<file path="src/rtl/axi_pkg.sv">
// Shared AXI types for the request arbiter: channel structs, response codes,
// arbiter FSM states and a round-robin index helper.
package axi_pkg;

  localparam logic [1:0] AXI_BURST_INCR = 2'b01;

  typedef enum logic [1:0] {
    OKAY   = 2'b00,
    SLVERR = 2'b10
  } axi_resp_t;

  typedef enum logic [2:0] {
    IDLE    = 3'd0,
    RD_ADDR = 3'd1,
    RD_DATA = 3'd2,
    WR_ADDR = 3'd3,
    WR_DATA = 3'd4,
    WR_RESP = 3'd5
  } axi_arb_state_t;

  typedef struct packed {
    logic        awvalid;
    logic [31:0] awaddr;
    logic [7:0]  awlen;
    logic [2:0]  awsize;
    logic [1:0]  awburst;
  } axi_aw_t;

  typedef struct packed {
    logic        wvalid;
    logic [31:0] wdata;
    logic [3:0]  wstrb;
    logic        wlast;
  } axi_w_t;

  typedef struct packed {
    logic        arvalid;
    logic [31:0] araddr;
    logic [7:0]  arlen;
    logic [2:0]  arsize;
    logic [1:0]  arburst;
  } axi_ar_t;

  typedef struct packed {
    axi_aw_t aw;
    axi_w_t  w;
    axi_ar_t ar;
  } axi_request_t;

  // Index following idx in a ring of n entries.
  function automatic int unsigned rr_next(input int unsigned idx, input int unsigned n);
    if (idx + 32'd1 >= n) begin
      return 32'd0;
    end else begin
      return idx + 32'd1;
    end
  endfunction

endpackage

</file>
<file path="src/rtl/axi_req_arbiter_rr_arbiter.sv">
// Combinational round-robin pick: first set request at or after ptr, wrapping.
module rr_arbiter #(
  parameter int N = 2
) (
  input  logic [N-1:0]         req,
  input  logic [$clog2(N)-1:0] ptr,
  output logic [N-1:0]         onehot,
  output logic [$clog2(N)-1:0] idx,
  output logic                 any_req
);

  localparam int IW = $clog2(N);

  int          pos_s;
  logic [IW-1:0] pos_idx_s;

  // Walk the ring from the far end back to ptr so the nearest request wins last.
  always_comb begin
    onehot    = '0;
    idx       = '0;
    pos_s     = 0;
    pos_idx_s = '0;
    for (int i = N - 1; i >= 0; i--) begin
      pos_s = int'(ptr) + i;
      if (pos_s >= N) begin
        pos_s = pos_s - N;
      end else begin
        pos_s = pos_s;
      end
      pos_idx_s = IW'(pos_s);
      if (req[pos_idx_s]) begin
        onehot            = '0;
        onehot[pos_idx_s] = 1'b1;
        idx               = pos_idx_s;
      end else begin
        idx = idx;
      end
    end
  end

  assign any_req = |req;

endmodule

</file>
<file path="src/rtl/axi_req_arbiter.sv">
// Round-robin arbiter sharing one AXI master port among NUM_REQ requesters,
// one transaction in flight. Optional stall watchdog: define AXI_ARB_WDOG_EN.
module axi_req_arbiter
  import axi_pkg::*;
#(
  parameter int NUM_REQ     = 2,
  parameter int WDOG_CYCLES = 1024
) (
  input  logic                       clk,
  input  logic                       rst,
  input  axi_request_t               s_req [NUM_REQ],
  output logic [NUM_REQ-1:0]         s_awready,
  output logic [NUM_REQ-1:0]         s_wready,
  output logic [NUM_REQ-1:0]         s_arready,
  output logic [NUM_REQ-1:0]         s_rvalid,
  output logic [31:0]                s_rdata,
  output logic [1:0]                 s_rresp,
  output logic                       s_rlast,
  output logic [NUM_REQ-1:0]         s_bvalid,
  output logic [1:0]                 s_bresp,
  output axi_request_t               m_req,
  input  logic                       m_awready,
  input  logic                       m_wready,
  input  logic                       m_arready,
  input  logic                       m_rvalid,
  input  logic [31:0]                m_rdata,
  input  logic [1:0]                 m_rresp,
  input  logic                       m_rlast,
  output logic                       m_rready,
  input  logic                       m_bvalid,
  input  logic [1:0]                 m_bresp,
  output logic                       m_bready,
  output logic [$clog2(NUM_REQ)-1:0] grant,
  output logic                       busy,
  output logic                       wdog_err
);

  localparam int IW = $clog2(NUM_REQ);

  if (NUM_REQ < 2) begin : g_bad_num_req
    $error("axi_req_arbiter: NUM_REQ must be at least 2");
  end
  if (WDOG_CYCLES < 1) begin : g_bad_wdog
    $error("axi_req_arbiter: WDOG_CYCLES must be at least 1");
  end

  axi_arb_state_t state_r, state_nxt_s;
  logic [IW-1:0]  grant_r, grant_nxt_s;
  logic [IW-1:0]  rr_ptr_r, rr_ptr_nxt_s;

  logic [NUM_REQ-1:0] cand_s;
  logic [NUM_REQ-1:0] arv_s;
  logic [NUM_REQ-1:0] win_onehot_s;
  logic [IW-1:0]      win_idx_s;
  logic               any_req_s;
  logic               rd_pick_s;
  logic               done_s;

  logic ar_hs_s, r_hs_s, aw_hs_s, w_hs_s, b_hs_s;

  // Requesters asking for either direction compete; reads are tracked separately.
  always_comb begin
    cand_s = '0;
    arv_s  = '0;
    for (int i = 0; i < NUM_REQ; i++) begin
      arv_s[i]  = s_req[i].ar.arvalid;
      cand_s[i] = s_req[i].ar.arvalid | s_req[i].aw.awvalid;
    end
  end

  rr_arbiter #(.N(NUM_REQ)) u_rr (
    .req     (cand_s),
    .ptr     (rr_ptr_r),
    .onehot  (win_onehot_s),
    .idx     (win_idx_s),
    .any_req (any_req_s)
  );

  assign rd_pick_s = |(win_onehot_s & arv_s);

  assign ar_hs_s = (state_r == RD_ADDR) && s_req[grant_r].ar.arvalid && m_arready;
  assign r_hs_s  = (state_r == RD_DATA) && m_rvalid;
  assign aw_hs_s = (state_r == WR_ADDR) && s_req[grant_r].aw.awvalid && m_awready;
  assign w_hs_s  = (state_r == WR_DATA) && s_req[grant_r].w.wvalid && m_wready;
  assign b_hs_s  = (state_r == WR_RESP) && m_bvalid;

`ifdef AXI_ARB_WDOG_EN
  localparam int WCW = $clog2(WDOG_CYCLES + 1);

  logic [WCW-1:0] wdog_cnt_r;
  logic           wdog_err_r;
  logic           abort_s;
  logic           any_hs_s;

  assign any_hs_s = ar_hs_s | r_hs_s | aw_hs_s | w_hs_s | b_hs_s;
  assign abort_s  = (state_r != IDLE) && (wdog_cnt_r == WCW'(WDOG_CYCLES));
  assign wdog_err = wdog_err_r;

  // Stall counter and sticky abort flag.
  always_ff @(posedge clk) begin
    if (rst) begin
      wdog_cnt_r <= '0;
      wdog_err_r <= 1'b0;
    end else begin
      if ((state_r == IDLE) || any_hs_s || abort_s) begin
        wdog_cnt_r <= '0;
      end else begin
        wdog_cnt_r <= wdog_cnt_r + WCW'(1);
      end
      if (abort_s) begin
        wdog_err_r <= 1'b1;
      end else begin
        wdog_err_r <= wdog_err_r;
      end
    end
  end
`else
  assign wdog_err = 1'b0;
`endif

  // Next state and channel routing; everything not owned by the state is muted.
  always_comb begin
    state_nxt_s  = state_r;
    grant_nxt_s  = grant_r;
    rr_ptr_nxt_s = rr_ptr_r;
    done_s       = 1'b0;
    m_req        = '0;
    m_rready     = 1'b0;
    m_bready     = 1'b0;
    s_awready    = '0;
    s_wready     = '0;
    s_arready    = '0;
    s_rvalid     = '0;
    s_bvalid     = '0;
    s_rdata      = m_rdata;
    s_rresp      = m_rresp;
    s_rlast      = m_rlast;
    s_bresp      = m_bresp;
    case (state_r)
      IDLE: begin
        if (any_req_s) begin
          grant_nxt_s = win_idx_s;
          state_nxt_s = rd_pick_s ? RD_ADDR : WR_ADDR;
        end else begin
          state_nxt_s = IDLE;
        end
      end
      RD_ADDR: begin
        m_req.ar           = s_req[grant_r].ar;
        s_arready[grant_r] = m_arready;
        if (ar_hs_s) begin
          state_nxt_s = RD_DATA;
        end else begin
          state_nxt_s = RD_ADDR;
        end
      end
      RD_DATA: begin
        m_rready          = 1'b1;
        s_rvalid[grant_r] = m_rvalid;
        if (r_hs_s && m_rlast) begin
          done_s = 1'b1;
        end else begin
          done_s = 1'b0;
        end
      end
      WR_ADDR: begin
        m_req.aw           = s_req[grant_r].aw;
        s_awready[grant_r] = m_awready;
        if (aw_hs_s) begin
          state_nxt_s = WR_DATA;
        end else begin
          state_nxt_s = WR_ADDR;
        end
      end
      WR_DATA: begin
        m_req.w           = s_req[grant_r].w;
        s_wready[grant_r] = m_wready;
        if (w_hs_s && s_req[grant_r].w.wlast) begin
          state_nxt_s = WR_RESP;
        end else begin
          state_nxt_s = WR_DATA;
        end
      end
      WR_RESP: begin
        m_bready          = 1'b1;
        s_bvalid[grant_r] = m_bvalid;
        if (b_hs_s) begin
          done_s = 1'b1;
        end else begin
          done_s = 1'b0;
        end
      end
      default: begin
        state_nxt_s = IDLE;
      end
    endcase

`ifdef AXI_ARB_WDOG_EN
    // A stalled transaction is closed toward its requester with a synthetic SLVERR.
    if (abort_s) begin
      m_req     = '0;
      m_rready  = 1'b0;
      m_bready  = 1'b0;
      s_awready = '0;
      s_wready  = '0;
      s_arready = '0;
      s_rvalid  = '0;
      s_bvalid  = '0;
      if ((state_r == RD_ADDR) || (state_r == RD_DATA)) begin
        s_rvalid[grant_r] = 1'b1;
        s_rresp           = SLVERR;
        s_rlast           = 1'b1;
      end else begin
        s_bvalid[grant_r] = 1'b1;
        s_bresp           = SLVERR;
      end
      done_s = 1'b1;
    end else begin
      done_s = done_s;
    end
`endif

    if (done_s) begin
      state_nxt_s  = IDLE;
      rr_ptr_nxt_s = IW'(rr_next(int'(grant_r), NUM_REQ));
    end else begin
      rr_ptr_nxt_s = rr_ptr_nxt_s;
    end
  end

  // FSM, grant and round-robin pointer registers.
  always_ff @(posedge clk) begin
    if (rst) begin
      state_r  <= IDLE;
      grant_r  <= '0;
      rr_ptr_r <= '0;
    end else begin
      state_r  <= state_nxt_s;
      grant_r  <= grant_nxt_s;
      rr_ptr_r <= rr_ptr_nxt_s;
    end
  end

  assign grant = grant_r;
  assign busy  = (state_r != IDLE);

endmodule
</file>
<file path="config.mk">
export PLATFORM = sky130hd
export DESIGN_NAME = axi_req_arbiter
export DESIGN_NICKNAME = d
export VERILOG_FILES = /design/src/rtl/axi_pkg.sv /design/src/rtl/axi_req_arbiter_rr_arbiter.sv /design/src/rtl/axi_req_arbiter.sv
export SDC_FILE = /design/constraint.sdc
export NUM_CORES = 1
export LEC_CHECK = 0
export CELL_PAD_IN_SITES_DETAIL_PLACEMENT = 1
export CELL_PAD_IN_SITES_GLOBAL_PLACEMENT = 2
export CORE_AREA = 5 5 185 187
export CTS_BUF_LIST = sky130_fd_sc_hd__clkbuf_4
export CTS_CLUSTER_SIZE = 12
export DETAILED_ROUTE_END_ITERATION = 10
export DIE_AREA = 0 0 190 192
export PLACE_DENSITY = 0.91
export REMOVE_ABC_BUFFERS = 1
export SLEW_MARGIN = 25
export SYNTH_ARGS = -nofsm -noshare
export SYNTH_HDL_FRONTEND = slang
export SYNTH_SLANG_ARGS = --single-unit
</file>
<file path="constraint.sdc">
create_clock -name clk -period 2.1 [get_ports clk]
set_clock_uncertainty 0.1 [all_clocks]
set_input_delay 0.21 -clock clk [delete_from_list [all_inputs] [get_ports clk]]
set_output_delay 0.21 -clock clk [all_outputs]
set_load 0.01 [all_outputs]
</file>
* Word-level counts from Yosys, hierarchy flattened *
Index checks and enable logic that the tools add are counted.

storage, ports and cells
  word-level logic and storage cells = 90
  output and inout port bits = 182
  register bits = 5

operators by class
  reduce and logical (&&, ||, !) cells = 20
  muxes and demuxes = 39
  magnitude comparators = 10
  eq/ne operators = 5
  bitwise operators = 9
  $add $sub $neg = 4

operators with widths
  operator               count
  $mux W130              3
  $mux W46               2
  $mux W38               1
  $mux W2                10
  $mux W1                17
  $pmux W3 S5            1
  $logic_and A1 B1 Y1    13
  $and A2 B2 Y2          6
  $reduce_or A2 Y1       4
  $eq A3 B2 Y1 const B   2
  $eq A3 B3 Y1 const B   2
  $ge A2 B2 Y1 const B   3
  $lt A1 B2 Y1 const B   3
  $add A1 B1 Y2 const B  2
  $demux W1 S1           3
  $eq A3 B1 Y1 const B   1
  $ge A1 B1 Y1 const B   3
  $logic_not A3 Y1       1
  $mux W3                1
  $reduce_bool A3 Y1     1
  $ge A1 B2 Y1 const B   1
  $not A1 Y2             1
  $or A1 B1 Y1           2
  $pmux W1 S2            1
  other kinds (2)        3

* Logic depth before layout (Yosys ltp) *
Gate-level depths: netlist of the first run.

  depth in word-level cells = 14
  mapped depth = 6

* Modules after synthesis *
A second synthesis of the first run with hierarchy kept.

second synthesis, totals
  cell total of the unflattened synthesis = 395
  area, all modules = 2,772.7 um2

modules (own cells, without submodules)
  module           instances  cells each  area each (um2)  sequential area each (um2)
  axi_req_arbiter  1          390         2,740.1          100.1
  rr_arbiter       1          5           32.5             0.0

* Worst setup path before layout of the first run *
OpenSTA, ideal clock, no wires.

  path type = reg2out
  start = reg grant_r (netlist: grant)
  end = out m_req[16] (netlist name)
  stages on the path, launching flop included = 6
  data required time = 1,790 ps
  arrival time = 1,365 ps
  path slack = 425 ps
  cell sequence = dfxtp_1 > buf_2 > buf_2 > buf_2 > mux2i_1 > nor2_1

RTL lines
  what                    line                    source
  start, declared         axi_req_arbiter.sv:48   logic [IW-1:0] grant_r, grant_nxt_s;
  start signal, assigned  axi_req_arbiter.sv:239  grant_r <= grant_nxt_s;
  end, declared           axi_req_arbiter.sv:21   output axi_request_t m_req,

* Worst setup path in the final report of the first run *
  start = reg grant_r (netlist: grant)
  end = out s_arready[1]

on the way
  longest elaborated chain between the ends = 6

RTL lines
  what                                                                       line                    source
  $lt A1 B2 Y1 (not written as such) / $ge A1 B1 Y1 (equally long branches)  axi_req_arbiter.sv:150  s_arready[grant_r] = m_arready;
  $logic_and A1 B1 Y1 (not written as such)                                  axi_req_arbiter.sv:150
  $mux W1 (not written as such)                                              axi_req_arbiter.sv:150
  $demux W1 S1 (*)                                                           axi_req_arbiter.sv:150
  $and A2 B2 Y2 (no source line) (*)                                         -
  $mux W2 (*)                                                                axi_req_arbiter.sv:139  case (state_r)
  end, declared                                                              axi_req_arbiter.sv:14   output logic [NUM_REQ-1:0] s_arready,

Mark *: on every way between the ends. The rest lies on a longest branch, timed or not.

==> results.yml, run 1 <==
run_status:
  outcome: "complete, no violations"
power:
  worst_ir_drop_vdd_v: 0.0001899
  p_total_mw: 4.114
  cellPowerDensity_nw_per_um2: 541.9
  leakagePower_nw: 3.814
critical_path:
  worstSetupEndpoint: "s_arready[1]"
  r2r_cells: 7
  startpoint: "grant"
  slowest_delay_ns: 0.59
  crit_type: "flip-flop to output pin"
  r2r_slack_ns: 0.30
  critical_path_peak_fanout: 5
  crit_chain: "buf_4 -> inv_1 -> nor3_1 -> clkdlybuf4s50_1"
  crit_arrival_ns: 1.71
  timing.rr.end: "state_r[0]"
  critPathRequiredTime_ns: 1.79
  critical-path-top-delay-family: "buffers and inverters"
  regToRegStartpoint: "grant"
  cp_slowest_cell: "clkdlybuf4s50_1"
  crit_cells: 4
  worst-path-buf-inv: 3
  critPathCaptureType: "output pin"
  crit_path_start_kind: "flip-flop"
sta:
  finalCriticalPeriod_ns: 2.020
  fmax_mhz: 495.0
  holdWs_ns: 0.3201
  rsz0062_at_grt: "no"
  finalSetupViolCount: 0
  finalHoldViolations: 0
  period_share_pct: 96.20
  drv_slew: 0
placement:
  place.gp.congestion: 0.7835
  dp_hpwl_mm: 19.08
  numPortBuffers: 412
  dp.cells: 1211
clock_network:
  cts_hold_buf: 0
  cts_root_buf: "clkbuf_4"
  clock_latency_ns: 0.24
  clkSinkCount: 5
  cts_tree: "done"
  cts_buffers: 3
  h-tree-depth: 1
  clockBufferDepth: 2
  path_clk_slew_ns: 0.04
global_routing:
  antenna_found_initial: 1
  grt_usage_pct: 11.06
  grt_overflow_total: 0
  grt_pass1_wl_mm: 30.59
  grt_pass1_vias: 4911
  grt_max_degree: 47
yosys:
  synth_compound_area_share_pct: 4.163
  synth.distinct_cells: 31
  ys_ff_latch: 5
  synthAdderAreaFrac_pct: 0
  synth_top_family_by_area: "multiplexers"
  yosysSeqAreaShare_pct: 3.742
  syn_area_um2: 2675
  yosysTopAreaCell: "mux2i_1"
  syn_inst: 395
  synthMuxAreaShare_pct: 49.06
  synthDominantCellAreaShare_pct: 48.64
  postSynthAreaPerCell_um2: 6.772
  synth-xor-area-share_pct: 0
  synthSimpleGateAreaFrac_pct: 25.72
  yosys-top-cells-area: "mux2i_1 49%, nor2_1 19%, buf_4 12%"
  yosysWarningCount: 0
drt:
  drc: 0
  vias: 4310
  wirelength_mm: 22.53
  first_pass_iters: 4
  detail_route.iter0.violations: 93
  wl_per_cell_um: 18.38
  antenna_left: 0
  via_per_inst: 3.515
floorplanning:
  rows: 66
  io_pins: 486
  core_um2: 32290
  die_x_um: 190
  die_area_um2: 36480
  initial_utilization_pct: 8.285
  die_h_um: 192
finish:
  final_cells: 1226
  fin_nets: 1088
  drive_gt1_share_pct: 8.685
  syn_to_final_growth_pct: 183.8
worst_hold_path:
  worstHoldStart: "m_rdata[21]"
  hold_path_class: "primary input to output pin"
job:
  max_cap_violations: 0
-- layout make-up --
class | count | area, um^2
inverters | 7 | 26.28
flip-flops and latches | 5 | 106.4
diodes | 1 | 2.502
repair buffers | 452 | 4652
clock buffers | 4 | 30.03
fillers | 3847 | 24700
well taps | 442 | 553.0
multi-input cells | 315 | 2221
-- power by group --
part | internal, mW | switching [mW] | total, mW
registers | 0.127 | 0.0400 | 0.167
logic | 2.16 | 1.66 | 3.82
clock network | 0.0849 | 0.0421 | 0.127
total | 2.37 | 1.74 | 4.11
-- metal layers --
| metal | track usage [%] | wire length, um | share of wire (%) | vias to the layer above |
|---|---|---|---|---|
| met5 | 3.159 | 111 | 0.49 | - |
| met2 | 18.55 | 10910 | 48 | 243 |
| met4 | 1.057 | 222 | 0.99 | 2 |
| met3 | 5.707 | 2631 | 12 | 20 |
| li1 | - | - | - | 2063 |
| met1 | 12.88 | 8649 | 38 | 1982 |
-- synth_stat cells --
| library cell | count |
|---|---|
| a211o_1 | 1 |
| a21boi_0 | 1 |
| a21oi_1 | 3 |
| a21oi_2 | 1 |
| a311o_1 | 1 |
| a31oi_1 | 1 |
| a32o_1 | 1 |
| and2_1 | 4 |
| and3_1 | 4 |
| buf_1 | 4 |
| buf_2 | 13 |
| buf_4 | 41 |
| buf_6 | 1 |
| clkbuf_1 | 9 |
| conb_1 | 1 |
| dfxtp_1 | 5 |
| inv_1 | 7 |
| mux2_2 | 1 |
| mux2i_1 | 130 |
| nand2_1 | 8 |
| nand2b_1 | 1 |
| nand2b_4 | 1 |
| nand3_1 | 2 |
| nor2_1 | 137 |
| nor2b_1 | 4 |
| nor3_1 | 4 |
| nor3b_1 | 1 |
| o21ai_0 | 4 |
| o311a_1 | 1 |
| o31ai_1 | 2 |
| or3_4 | 1 |
-- placed cells by master (no fill, tap or decap), drive strengths merged, types with 5 or more instances in the layout --
cell type        n
clkdlybuf4s50  275
nor2           137
mux2i          130
dlygate4sd2     98
dlymetal6s2s    39
buf             36
nand2            8
inv              7
dfxtp            5
-- worst min-delay path by stage --
stage                        to  slack, ns  cells past startpoint
floorplan              rr_ptr_r       0.18                      1
global placement    s_rdata[22]       0.32                      0
detailed placement  s_rdata[22]       0.32                      0
CTS                 s_rdata[22]       0.32                      0
global route        s_rdata[22]       0.32                      0
finish              s_rdata[21]       0.32                      0
-- per-stage QoR --
| stage | TNS, ns | utilization, % | cell area [um^2] | setup WS, ns |
|---|---|---|---|---|
| floorplan | -491.24 | - | 2242 | -3.892 |
| global placement | 0 | 22.53 | 7276 | 0.07425 |
| detailed placement | 0 | 22.53 | 7276 | 0.08607 |
| CTS | -0.7075 | 23.15 | 7473 | -0.07003 |
| global route | 0 | 23.50 | 7589 | 0.005424 |
| finish | 0 | 23.51 | 7591 | 0.07973 |
-- registers in the layout, summed over array words and instances (netlist names) --
| signal | count |
|---|---|
| grant | 1 |
| state_r | 3 |
| rr_ptr_r | 1 |
-- worst reg2reg max path, stage by stage (launching register included) --
cell      delay (ns)
dfxtp_4         0.36
buf_4           0.14
buf_12          0.14
buf_4           0.16
o21ai_0         0.28
a31oi_1         0.15
a21boi_0        0.15
o31ai_1         0.22
-- kinds of logic (layout without fill, tap and decap cells) --
family	count (synthesis)	after routing
other	1	2
buffers and inverters	75	463
flip-flops	5	5
AND/OR/NAND/NOR	167	167
AO/OA/AOI/OAI	16	16
multiplexers	131	131
-- timing repair --
| action | 4_1_cts | 5_1_grt |
|---|---|---|
| gates cloned | 4 | 0 |
| setup buffers | 6 | 0 |
| gates resized for setup | 121 | 45 |
| setup endpoints to repair | 140 | 43 |
Note: power is estimated with default switching activity, not from simulation.
==> inputs of run 2 (changes only) <==
Settings changed: CAP_MARGIN set to 20.
==> results of run 2 <==
Same layout as run 1: the final DEF is identical, and so are final timing and power.
